[src/rtl/seq_restoring_divider_if.sv]
// rtl/seq_restoring_divider_if.sv - operand/result handshake bundle for the sequential divider
interface seq_restoring_divider_if #(
    parameter int N = 8
) ();
    logic         in_valid;
    logic         in_ready;
    logic [N-1:0] dividend;
    logic [N-1:0] divisor;
    logic         out_valid;
    logic         out_ready;
    logic [N-1:0] quotient;
    logic [N-1:0] remainder;
    logic         div_by_zero;

    modport master (
        output in_valid, dividend, divisor, out_ready,
        input  in_ready, out_valid, quotient, remainder, div_by_zero
    );

    modport slave (
        input  in_valid, dividend, divisor, out_ready,
        output in_ready, out_valid, quotient, remainder, div_by_zero
    );
endinterface

[src/rtl/seq_restoring_divider.sv]
// rtl/seq_restoring_divider.sv - iterative restoring divider, one trial subtraction per cycle
// Optional DIV_SIGNED_EN: two's complement operands with a one-cycle sign fix-up after the unsigned core.
module seq_restoring_divider #(
    parameter int N = 8
) (
    input  logic                  clk,
    input  logic                  rst_n,
    seq_restoring_divider_if.slave div
);
    localparam int CW = $clog2(N);
    localparam logic [CW-1:0] LAST = CW'(N - 1);

    typedef enum logic [1:0] {IDLE, CALC, FIX, DONE} state_t;

    state_t        state;
    logic [N-1:0]  rem_q;
    logic [N-1:0]  dq;
    logic [N-1:0]  b_q;
    logic [CW-1:0] cnt;

    logic [N:0]    partial;
    logic [N:0]    diff;
    logic          q_bit;
    logic [N-1:0]  rem_next;
    logic [N-1:0]  dq_next;
    logic [N-1:0]  a_mag;
    logic [N-1:0]  b_mag;

`ifdef DIV_SIGNED_EN
    logic          neg_q;
    logic          neg_r;
`endif

    // dq starts as the dividend and shifts left; quotient bits fill in from the LSB end
    always_comb begin
        partial  = {rem_q, dq[N-1]};
        diff     = partial - {1'b0, b_q};
        q_bit    = ~diff[N];
        rem_next = q_bit ? diff[N-1:0] : partial[N-1:0];
        dq_next  = {dq[N-2:0], q_bit};
`ifdef DIV_SIGNED_EN
        a_mag    = div.dividend[N-1] ? -div.dividend : div.dividend;
        b_mag    = div.divisor[N-1]  ? -div.divisor  : div.divisor;
`else
        a_mag    = div.dividend;
        b_mag    = div.divisor;
`endif
    end

    always_ff @(posedge clk or negedge rst_n) begin
        if (!rst_n) begin
            state           <= IDLE;
            div.in_ready    <= 1'b1;
            div.out_valid   <= 1'b0;
            div.quotient    <= '0;
            div.remainder   <= '0;
            div.div_by_zero <= 1'b0;
            rem_q           <= '0;
            dq              <= '0;
            b_q             <= '0;
            cnt             <= '0;
`ifdef DIV_SIGNED_EN
            neg_q           <= 1'b0;
            neg_r           <= 1'b0;
`endif
        end else begin
            case (state)
                IDLE: begin
                    if (div.in_valid && div.in_ready) begin
                        div.in_ready <= 1'b0;
                        if (div.divisor == '0) begin
                            state           <= DONE;
                            div.out_valid   <= 1'b1;
                            div.quotient    <= '1;
                            div.remainder   <= div.dividend;
                            div.div_by_zero <= 1'b1;
                        end else begin
                            state <= CALC;
                            rem_q <= '0;
                            dq    <= a_mag;
                            b_q   <= b_mag;
                            cnt   <= '0;
`ifdef DIV_SIGNED_EN
                            neg_q <= div.dividend[N-1] ^ div.divisor[N-1];
                            neg_r <= div.dividend[N-1];
`endif
                        end
                    end
                end
                CALC: begin
                    rem_q <= rem_next;
                    dq    <= dq_next;
                    cnt   <= cnt + 1'b1;
                    if (cnt == LAST) begin
`ifdef DIV_SIGNED_EN
                        state <= FIX;
`else
                        state           <= DONE;
                        div.out_valid   <= 1'b1;
                        div.quotient    <= dq_next;
                        div.remainder   <= rem_next;
                        div.div_by_zero <= 1'b0;
`endif
                    end
                end
`ifdef DIV_SIGNED_EN
                // -2^(N-1) / -1 wraps back to -2^(N-1) through the magnitude path
                FIX: begin
                    state           <= DONE;
                    div.out_valid   <= 1'b1;
                    div.quotient    <= neg_q ? -dq : dq;
                    div.remainder   <= neg_r ? -rem_q : rem_q;
                    div.div_by_zero <= 1'b0;
                end
`endif
                DONE: begin
                    if (div.out_ready) begin
                        state         <= IDLE;
                        div.out_valid <= 1'b0;
                        div.in_ready  <= 1'b1;
                    end
                end
                default: state <= IDLE;
            endcase
        end
    end
endmodule

[src/flat_wrapper.sv]
// flat-port wrapper written by rule: the top's interface ports become plain ports
module seq_restoring_divider_flat 
#(
    parameter int N = 8
)
  (clk, rst_n, div_in_valid, div_dividend, div_divisor, div_out_ready, div_in_ready, div_out_valid, div_quotient, div_remainder, div_div_by_zero);
  seq_restoring_divider_if #(.N(N)) div_i ();
  input  logic clk;
  input  logic rst_n;
  input wire logic [$bits(div_i.in_valid)-1:0] div_in_valid;
  input wire logic [$bits(div_i.dividend)-1:0] div_dividend;
  input wire logic [$bits(div_i.divisor)-1:0] div_divisor;
  input wire logic [$bits(div_i.out_ready)-1:0] div_out_ready;
  output wire logic [$bits(div_i.in_ready)-1:0] div_in_ready;
  output wire logic [$bits(div_i.out_valid)-1:0] div_out_valid;
  output wire logic [$bits(div_i.quotient)-1:0] div_quotient;
  output wire logic [$bits(div_i.remainder)-1:0] div_remainder;
  output wire logic [$bits(div_i.div_by_zero)-1:0] div_div_by_zero;
  assign div_i.in_valid = div_in_valid;
  assign div_i.dividend = div_dividend;
  assign div_i.divisor = div_divisor;
  assign div_i.out_ready = div_out_ready;
  assign div_in_ready = div_i.in_ready;
  assign div_out_valid = div_i.out_valid;
  assign div_quotient = div_i.quotient;
  assign div_remainder = div_i.remainder;
  assign div_div_by_zero = div_i.div_by_zero;
  seq_restoring_divider #(.N(N)) u_core (.clk(clk), .rst_n(rst_n), .div(div_i));
endmodule
[config.mk]
export PLATFORM = sky130hd
export DESIGN_NAME = seq_restoring_divider_flat
export DESIGN_NICKNAME = d
export VERILOG_FILES = /design/src/rtl/seq_restoring_divider_if.sv /design/src/rtl/seq_restoring_divider.sv /design/src/flat_wrapper.sv
export SDC_FILE = /design/constraint.sdc
export NUM_CORES = 1
export LEC_CHECK = 0
export ABC_AREA = 1
export BUFFER_PORTS_ARGS = -buffer_cell sky130_fd_sc_hd__buf_2
export CAP_MARGIN = 20
export CORE_MARGIN = 1
export CORE_UTILIZATION = 40
export CTS_CLUSTER_DIAMETER = 200
export CTS_CLUSTER_SIZE = 25
export DETAILED_ROUTE_END_ITERATION = 8
export GPL_TIMING_DRIVEN = 1
export PLACE_DENSITY = 0.57
export SLEW_MARGIN = 10
export SYNTH_ARGS = -nofsm -noshare
export SYNTH_HDL_FRONTEND = slang
export SYNTH_SLANG_ARGS = --single-unit
[constraint.sdc]
create_clock -name clk -period 3.6 [get_ports clk]
set_clock_uncertainty 0.15 [all_clocks]
set_input_delay 0 -clock clk [delete_from_list [all_inputs] [get_ports clk]]
set_output_delay 0 -clock clk [all_outputs]
set_load 0.005 [all_outputs]
Yosys cells after proc, flatten, opt, wreduce, memory -nomap -nowiden:

Cells that the tools add are included.

* output and inout port bits: 19
* word-level logic and storage cells: 67
* register bits: 48

* reductions and logical operators: 12
* equality and inequality tests: 8
* mux-type cells: 33
* add/subtract/negate cells: 2
* bitwise operators: 2

Operators with widths (count)
* 8-bit 2-to-1 mux: 11
* 8-bit one-hot mux with 2 select lines: 4
* 3-bit AND reduction: 4
* 9-bit by 8-bit subtractor with 9-bit output: 1
* 8-bit logical NOT: 1
* 2-bit 2-to-1 mux: 4
* 1-bit 2-to-1 mux: 7
* 3-bit 2-to-1 mux: 2
* 2-bit by 1-bit inequality test with 1-bit output (second input constant): 3
* 2-bit one-hot mux with 3 select lines: 1
* 3-bit one-hot mux with 2 select lines: 1
* 5-bit AND reduction: 1
* 2-bit inequality test (second input constant): 2
* 1-bit one-hot mux with 2 select lines: 2
* 4-bit AND reduction: 1
* 2-bit nonzero test: 2
* 3-bit by 1-bit adder with 3-bit output (second input constant): 1
* 3-bit equality test (second input constant): 1
* 1-bit one-hot mux with 3 select lines: 1
* 3-bit nonzero test: 1
* 2-bit by 1-bit equality test with 1-bit output (second input constant): 1
* 2-bit equality test (second input constant): 1
* 2-bit logical NOT: 1
* 1-bit NOT: 2
* 1-bit logical AND: 1

Logic depth before layout (Yosys ltp):

Gate-level depths: netlist (run 1).

* depth after elaboration: 4
* mapped depth: 14
* mapped depth without buffers: 14

Least setup slack after synthesis (run 1):

No wires, ideal clock.

* kind: register -> register
* from: register u_core.dq[7]
* to: register u_core.div.remainder[7]
* setup time: 0.113 ns
* stages on the path, launching flop included: 15
* buffers on the path: 0
* arrival time: 1.756 ns
* data required time: 3.337 ns
* slack: 1.581 ns
* cells stage by stage: dfrtp_1 -> inv_1 -> ha_1 -> inv_1 -> fa_1 -> nand2_1 -> nand2_1 -> nand3_1 -> nand2_1 -> nand2_1 -> nand2_1 -> nand3_1 -> nand3_1 -> nand2_1 -> inv_1

* cells in the longest elaborated chain, start to end: 4

Ends and longest elaborated chain
* start: declaration: line seq_restoring_divider.sv:17 `logic [N-1:0] dq;`
* start signal: assignment: line seq_restoring_divider.sv:80 `dq <= a_mag;`
* start signal: assignment: line seq_restoring_divider.sv:92 `dq <= dq_next;`
* 9-bit by 8-bit subtractor with 9-bit output: line seq_restoring_divider.sv:37 `diff = partial - {1'b0, b_q};`
* 8-bit 2-to-1 mux: line seq_restoring_divider.sv:39 `rem_next = q_bit ? diff[N-1:0] : partial[N-1:0];`
* 8-bit 2-to-1 mux: line seq_restoring_divider.sv:94 `if (cnt == LAST) begin`
* 8-bit one-hot mux with 2 select lines: line seq_restoring_divider.sv:67 `case (state)`
* end signal: assignment: line seq_restoring_divider.sv:75 `div.remainder <= div.dividend;`
* end signal: assignment: line seq_restoring_divider.sv:101 `div.remainder <= rem_next;`
* end: declaration: line seq_restoring_divider_if.sv:22 `output in_ready, out_valid, quotient, remainder, div_by_zero`

No other way between the ends. The select of a mux whose other input is x is not followed.
A chain may end at the register's enable or synchronous reset.

Worst setup path in the final report (run 1):

* from: register u_core.dq[7]
* to: register u_core.div.remainder[5]

Same word-level chain as after synthesis.

==> results.md, run 1 <==
- Number of synthesized flops with an enable pin: 0
- Vias/cell: 4.83
- Core Area: 0.00635 mm^2
- Die X: 83.1 um
- Combinational family with the most area after synthesis: simple AND/OR/NAND/NOR gates
- IO buf count: 38
- Buf/Inv on CP: 3
- Setup ws final: 1.29 ns
- Most frequent cell after synthesis: nand2_1
- Slowest cell delay on critical path: 0.42 ns
- Die Area: 0.00690 mm^2
- Max Cap Viol: 0
- Mux cell area share after synthesis: 0%
- Fin Setup TNS: 0 ns
- Hold Path Class: in -> async
- Adder-cell share of the synthesized area: 5.52%
- Synth cell types: 29
- Placed cell areas: 0.00285 mm^2
- Max VDD drop: 614 uV
- Final worst-path cycle share: 64.1%
- Area grow syn2layout: 19.2%
- Largest net degree at the start of global routing: 49
- Worst setup SP type: flop
- Status: complete, no violations
- Post-synth net total: 375
- Clock Tree Buf Depth: 2
- PD cells: 913 mW/mm^2
- Syn Std Cell Area: 0.00263 mm^2
- Top_reg_cell synth: dfrtp_1
- Clock slew at reported path FFs: 0.09 ns
- Grt ovf: 0
- Routed WL per cell: 11.8 um
- Fraction of registers with async set/reset: 100%
- Leak Pwr: 1.71 nW
- Slew HR: 58.6%
- First-pass GRT wire length: 9990 um
- Synthesized area per cell: 7.64 um^2
- Setup Buffers After CTS: 0
- Worst setup EP type: flop
- Final cell count without fillers: 477
- Via count: 2,303
- Placer Congestion: 0.801
- IO Count: 39
- Synth area leader: dfrtp_1
- Initial DRC count: 73
- Min cycle time layout: 2.31 ns
- Cells after synthesis: 344
- Final Max Slew Viols: 0
- CP top delay family: simple AND/OR/NAND/NOR gates
- Chip height: 83.1 um
- Synth area leaders: dfrtp_1 45%, nand2_1 13%, nand3_1 8.0%
- Final setup fails: 0
- RSZ-0062 raised after global routing: false
- Yosys reg bits: 48
- Final Hold Viols: 0
- Number of warning messages in the yosys log: 0
- Crit-path max FO: 8
- Compound-Gate Fraction of Synth Area: 7.19%
- Dpl cells: 450
- R2r setup slk: 1.29 ns
- Crit-path cells: inv_1, ha_1, inv_1, fa_1, nand2_1, nand2_1, nand3_1, nand2_1, nand2_1, nand2_1, nand3_1, nand3_1, nand2_1, inv_1
- Total inserted antenna cells: 0
- Crit path top cell by count: nand2_1
- Worst setup path class: reg -> reg
- CTS tree: done
- Tightest Pin Transition: 0.621 ns
- Initial core utilization: 41.4%
- Number of global-route vias before repair: 2,247
- Xor-xnor portion of the synthesized cell area: 1.00%
- Routed wire length: 5610 um
- CTS Buf Count: 5
- Critical path's slowest cell: dfrtp_1
- Initial antenna violation count: 0
- Upper clock frequency limit: 433 MHz
- CP Depth: 14
- Root Buffer: clkbuf_8
- Antenna Violating Nets Remaining: 0
- First-pass DRT Iterations: 4
- WP data arrival: 2.37 ns
- Critical Path RT: 3.66 ns
- Final #Nets: 431
- Place WS: 1.32 ns
- Dpl hpwl: 4030 um
- Global Route Usage Sum: 17.9%
- Row count: 29
- Sink Count: 48
- Final core occ: 49.4%
- Seq/Total Area, Yosys: 45.7%
- Later-pin clock latency in the skew report: 0.30 ns
- R2R depth: 14
- Simple-Gate Fraction of Synth Area: 29.6%
- H-tree levels: 2
- Layout cell share with drive strength beyond 1: 13.5%
- Synth top area share: 44.7%
- Top cells by count, synth: 88 x nand2_1, 53 x inv_1, 47 x dfrtp_1
- # DRC: 0
- Final Instance Area: 0.00313 mm^2
==> per-stage QoR <==
| stage | total power (W) | hold slack [ns] |
|---|---|---|
| floorplan | 0.00219 | -0.446 |
| global placement | 0.00253 | -0.00213 |
| detailed placement | 0.00255 | 0.000658 |
| CTS | 0.00290 | 0.202 |
| global route | 0.00320 | 0.235 |
| finish | 0.00286 | 0.171 |
==> cells in the final DEF, fill, tap and decap left out, types with 8 or more instances in the layout <==
cell / instances
buf_2: 38
dfrtp_1: 47
dlygate4sd3_1: 20
ha_1: 10
inv_1: 53
nand2_1: 88
nand3_1: 42
nor2_1: 34
o21ai_0: 11
or2_0: 8
==> where the power goes <==
group	internal (W)	leakage, nW	total [W]	switching (W)
sequential	0.000814	0.570	0.000979	0.000165
clock	0.000132	0.0400	0.000312	0.000180
combinational	0.000605	1.10	0.00157	0.000965
==> worst min-delay path, delay by kind of cell <==
kind | cells | cell delay (ns)
buffers and inverters | 3 | 1.09
==> cell families (layout without fill, tap and decap cells) <==
group	after synthesis	after routing
buf+inv	67	123
xor+xnor	3	3
simple gates	181	181
flops	48	48
fa+ha+maj	11	11
compound gates	34	34
==> repair_timing <==
item / 4_1_cts / 5_1_grt
endpoints found under the hold margin: 73 / 0
resized for setup: 0 / 0
hold buffers: 20 / 0
==> metal layers <==
layer  part of all wire [%]  up-vias  track usage (%)
met2                     46       37             30.6
li1                       -     1200                -
met1                     49     1057             23.4
met4                    1.6        0             5.80
met5                      0        -                0
met3                    2.8        9             2.68
==> layout make-up <==
type                       count  area, um^2
tap                           77        96.3
sequential                    48        1200
fill                         643        3220
clock buffer                   5        68.8
timing repair buffer          60         405
inverter                      56         210
clock inverter                 2        12.5
multi-input combinational    229        1140
==> sequential cells by signal, summed over array words and instances (netlist names) <==
signal,cells
u_core.state,2
u_core.div.remainder,8
u_core.rem_q,8
u_core.div.div_by_zero,1
u_core.div.in_ready,1
u_core.div.quotient,8
u_core.cnt,3
u_core.dq,8
u_core.b_q,8
u_core.div.out_valid,1
==> final timing paths <==
kind                                        start                      end
max                                  u_core.dq[7]  u_core.div.remainder[5]
min                                         rst_n            u_core.b_q[7]
max reg2reg                          u_core.dq[7]  u_core.div.remainder[5]
min reg2reg                u_core.div.quotient[4]   u_core.div.quotient[4]
max in group asynchronous                   rst_n             u_core.dq[4]
min in group clk           u_core.div.quotient[4]   u_core.div.quotient[4]
Note: power is estimated with default switching activity, not from simulation.
==> run 2, diff against run 1 <==
--- a/config.mk
+++ b/config.mk
@@ -5,7 +5,7 @@
 export SDC_FILE = /design/constraint.sdc
 export NUM_CORES = 1
 export LEC_CHECK = 0
-export ABC_AREA = 1
+export ABC_AREA = 0
 export BUFFER_PORTS_ARGS = -buffer_cell sky130_fd_sc_hd__buf_2
 export CAP_MARGIN = 20
 export CORE_MARGIN = 1
@@ -14,7 +14,7 @@
 export CTS_CLUSTER_SIZE = 25
 export DETAILED_ROUTE_END_ITERATION = 8
 export GPL_TIMING_DRIVEN = 1
-export PLACE_DENSITY = 0.57
+export PLACE_DENSITY = 0.6
 export SLEW_MARGIN = 10
 export SYNTH_ARGS = -nofsm -noshare
 export SYNTH_HDL_FRONTEND = slang
==> constraint.sdc (replaced) <==
create_clock -name clk -period 1.9 [get_ports clk]
set_clock_uncertainty 0.15 [all_clocks]
set_input_delay 0 -clock clk [delete_from_list [all_inputs] [get_ports clk]]
set_output_delay 0 -clock clk [all_outputs]
set_load 0.005 [all_outputs]
==> run 2 against run 1 <==
The flow now finishes with violations (hold timing, setup timing); final cell count down 7.3%; hold slack worse by 0.19 ns; non-clock buffer count up 39; die area down 2.0%; critical path type unchanged.
==> results.md, run 2 <==
- Area grow syn2layout: 38.1%
- Number of warning messages in the yosys log: 0
- Synth area leaders: dfrtp_1 46%, o21ai_0 5.4%, nand2_1 5.1%
- Cells after synthesis: 271
- Top cells by count, synth: 47 x dfrtp_1, 35 x nand2_1, 28 x o21ai_0
- Place WS: -0.514 ns
- Clock slew at reported path FFs: 0.09 ns
- Register area: 0.00120 mm^2
- Leak Pwr: 1.67 nW
- Commonest non-fill, non-tap cell in the layout: dfrtp_1
- Hold Path Class: in -> reg
- IO buf count: 38
- Via count: 2,289
- Clock Tree Buf Depth: 2
- Sink Count: 48
- Synth area leader: dfrtp_1
- WL met2: 3370 um
- Fraction of registers with async set/reset: 100%
- Synth top area share: 45.7%
- Most frequent cell after synthesis: dfrtp_1
- Final hold slack: -0.0186 ns
- Upper clock frequency limit: 430 MHz
- Later-pin clock latency in the skew report: 0.30 ns
- Number of synthesized flops with an enable pin: 0
- Final #Nets: 397
- Vias/cell: 5.18
- PD cells: 1950 mW/mm^2
- Worst setup SP type: flop
- Power, Total: 0.00695 W
- Multi-input logic area: 0.00136 mm^2
- Worst setup EP type: flop
- Top_reg_cell synth: dfrtp_1
- Placer Congestion: 0.816
- Grt ovf: 0
- First-pass GRT wire length: 10,400 um
- Max Cap Viol: 0
- Worst setup path class: reg -> reg
- Synth cell types: 44
- Setup ws final: -0.427 ns
- Routed WL per cell: 15.7 um
- # DRC: 0
- H-tree levels: 2
- CTS Buf Count: 5
- Number of global-route vias before repair: 2,110
- Initial DRC count: 152
- CTS tree: done
- Dpl cells: 404
- Initial core utilization: 42.5%
- Routed wire length: 6940 um
- Synthesized area per cell: 9.50 um^2
- Post-synth net total: 302
- Row count: 28
- Core Area: 0.00606 mm^2
- Slew HR: 57.8%
- Most frequent cells in the layout: 47 x dfrtp_1, 37 x buf_2, 34 x buf_4
- Syn Std Cell Area: 0.00257 mm^2
- Largest net degree at the start of global routing: 49
- WP data arrival: 2.41 ns
- Min cycle time layout: 2.33 ns
- Die X: 82.2 um
- Fillers: 515
- Final Max Slew Viols: 0
- DRT met1 WL: 3150 um
- First-pass DRT Iterations: 4
- DR top layer: met4
- Yosys reg bits: 48
- IO Count: 39
- Final cell count without fillers: 442
- RSZ-0062 raised after global routing: true
- Final setup fails: 28
- Total inserted antenna cells: 0
- Status: complete, but fails checks
- Dpl hpwl: 4140 um
- Critical Path RT: 1.98 ns
- Final worst-path cycle share: 122%
- Crit-path max FO: 7
- Die Area: 0.00676 mm^2
- Initial antenna violation count: 0
- Failing checks: hold timing, setup timing
- Final Hold Viols: 1
- Chip height: 82.2 um
- Root Buffer: clkbuf_8
- Seq/Total Area, Yosys: 46.7%
- Routed wl met3: 397 um
- Tightest Pin Transition: 0.633 ns
- Layout cell share with drive strength beyond 1: 34.1%
- Antenna Violating Nets Remaining: 0
- Max VDD drop: 952 uV
- Global Route Usage Sum: 20.5%
run 2: cell types whose count changed after synthesis, sizes merged, moves of 4 or more:
| cell | delta |
|---|---|
| nand2 | -52 |
| inv | -44 |
| nand3 | -29 |
| a21oi | +15 |
| o21ai | +14 |
| or2 | -10 |
| mux2i | +8 |
| nor2 | -6 |
| a21o | +4 |
run 2: cells by family after synthesis:
family / count (synthesis) / share of synthesized area [%]
simple gates: 93 / 16.6
compound gates: 78 / 19.1
flops: 48 / 46.7
buf+inv: 25 / 5.78
fa+ha+maj: 11 / 5.64
mux: 10 / 4.13
xor+xnor: 6 / 2.04
run 2: worst max-delay path, cell delays in order (launching register included):
cell and delay (ns):
dfrtp_1 0.39, inv_2 0.08, ha_4 0.13, inv_2 0.03, fa_2 0.34, a211oi_2 0.24, nor3_2 0.10, mux2_4 0.37
a211oi_2 0.22, a31oi_2 0.07, a21oi_1 0.14
run 2: worst paths after layout:
check | start | end | slack (ns) | cells past startpoint
setup / recovery | u_core.dq[7] | u_core.div.remainder[3] | -0.43 | 10
hold / removal | div_divisor[2] | u_core.div.div_by_zero | -0.02 | 3
setup reg to reg | u_core.dq[7] | u_core.div.remainder[3] | -0.43 | 10
hold reg to reg | u_core.div.out_valid | u_core.div.out_valid | 0.33 | 1
max in group asynchronous | rst_n | u_core.rem_q[7] | 1.00 | 3
min in group asynchronous | rst_n | u_core.b_q[2] | 0.18 | 3
run 2: final cells by class:
cell class | count | area share, %
multi-input combinational | 200 | 38.1
sequential | 48 | 33.8
timing repair buffer | 99 | 21.5
tap | 75 | 2.64
clock buffer | 7 | 2.43
inverter | 12 | 1.27
clock inverter | 1 | 0.211
run 2: through the flow:
stage	utilization (%)	area (um^2)	setup TNS [ns]	hold slack [ns]
2_1_floorplan	-	2590	-5.68	-0.446
3_3_place_gp	50.0	3030	-6.97	-0.000807
3_5_place_dp	50.0	3030	-7.84	0.00227
4_1_cts	55.5	3360	-6.55	0.200
5_1_grt	58.7	3560	-10.11	0.00840
6_report	58.7	3560	-6.73	-0.0186
run 2: metal layers:
| layer | vias up | GRT usage, % |
|---|---|---|
| met4 | 0 | 3.33 |
| met2 | 64 | 33.7 |
| li1 | 1138 | - |
| met3 | 4 | 4.95 |
| met5 | - | 0 |
| met1 | 1083 | 27.6 |
run 2: repair_timing:
item                                    4_1_cts  5_1_grt
resized for setup                            12       20
pin swaps                                    20        8
cloned                                        1        5
hold endpoints to repair                     76        7
endpoints found under the setup margin       28       44
buffers inserted                              0        5
hold buffers                                 19        6
run 2: where the power goes:
group / internal, W / switching, W / total (W)
logic: 0.00215 / 0.00227 / 0.00441
registers: 0.00155 / 0.000328 / 0.00188
clock network: 0.000297 / 0.000356 / 0.000652
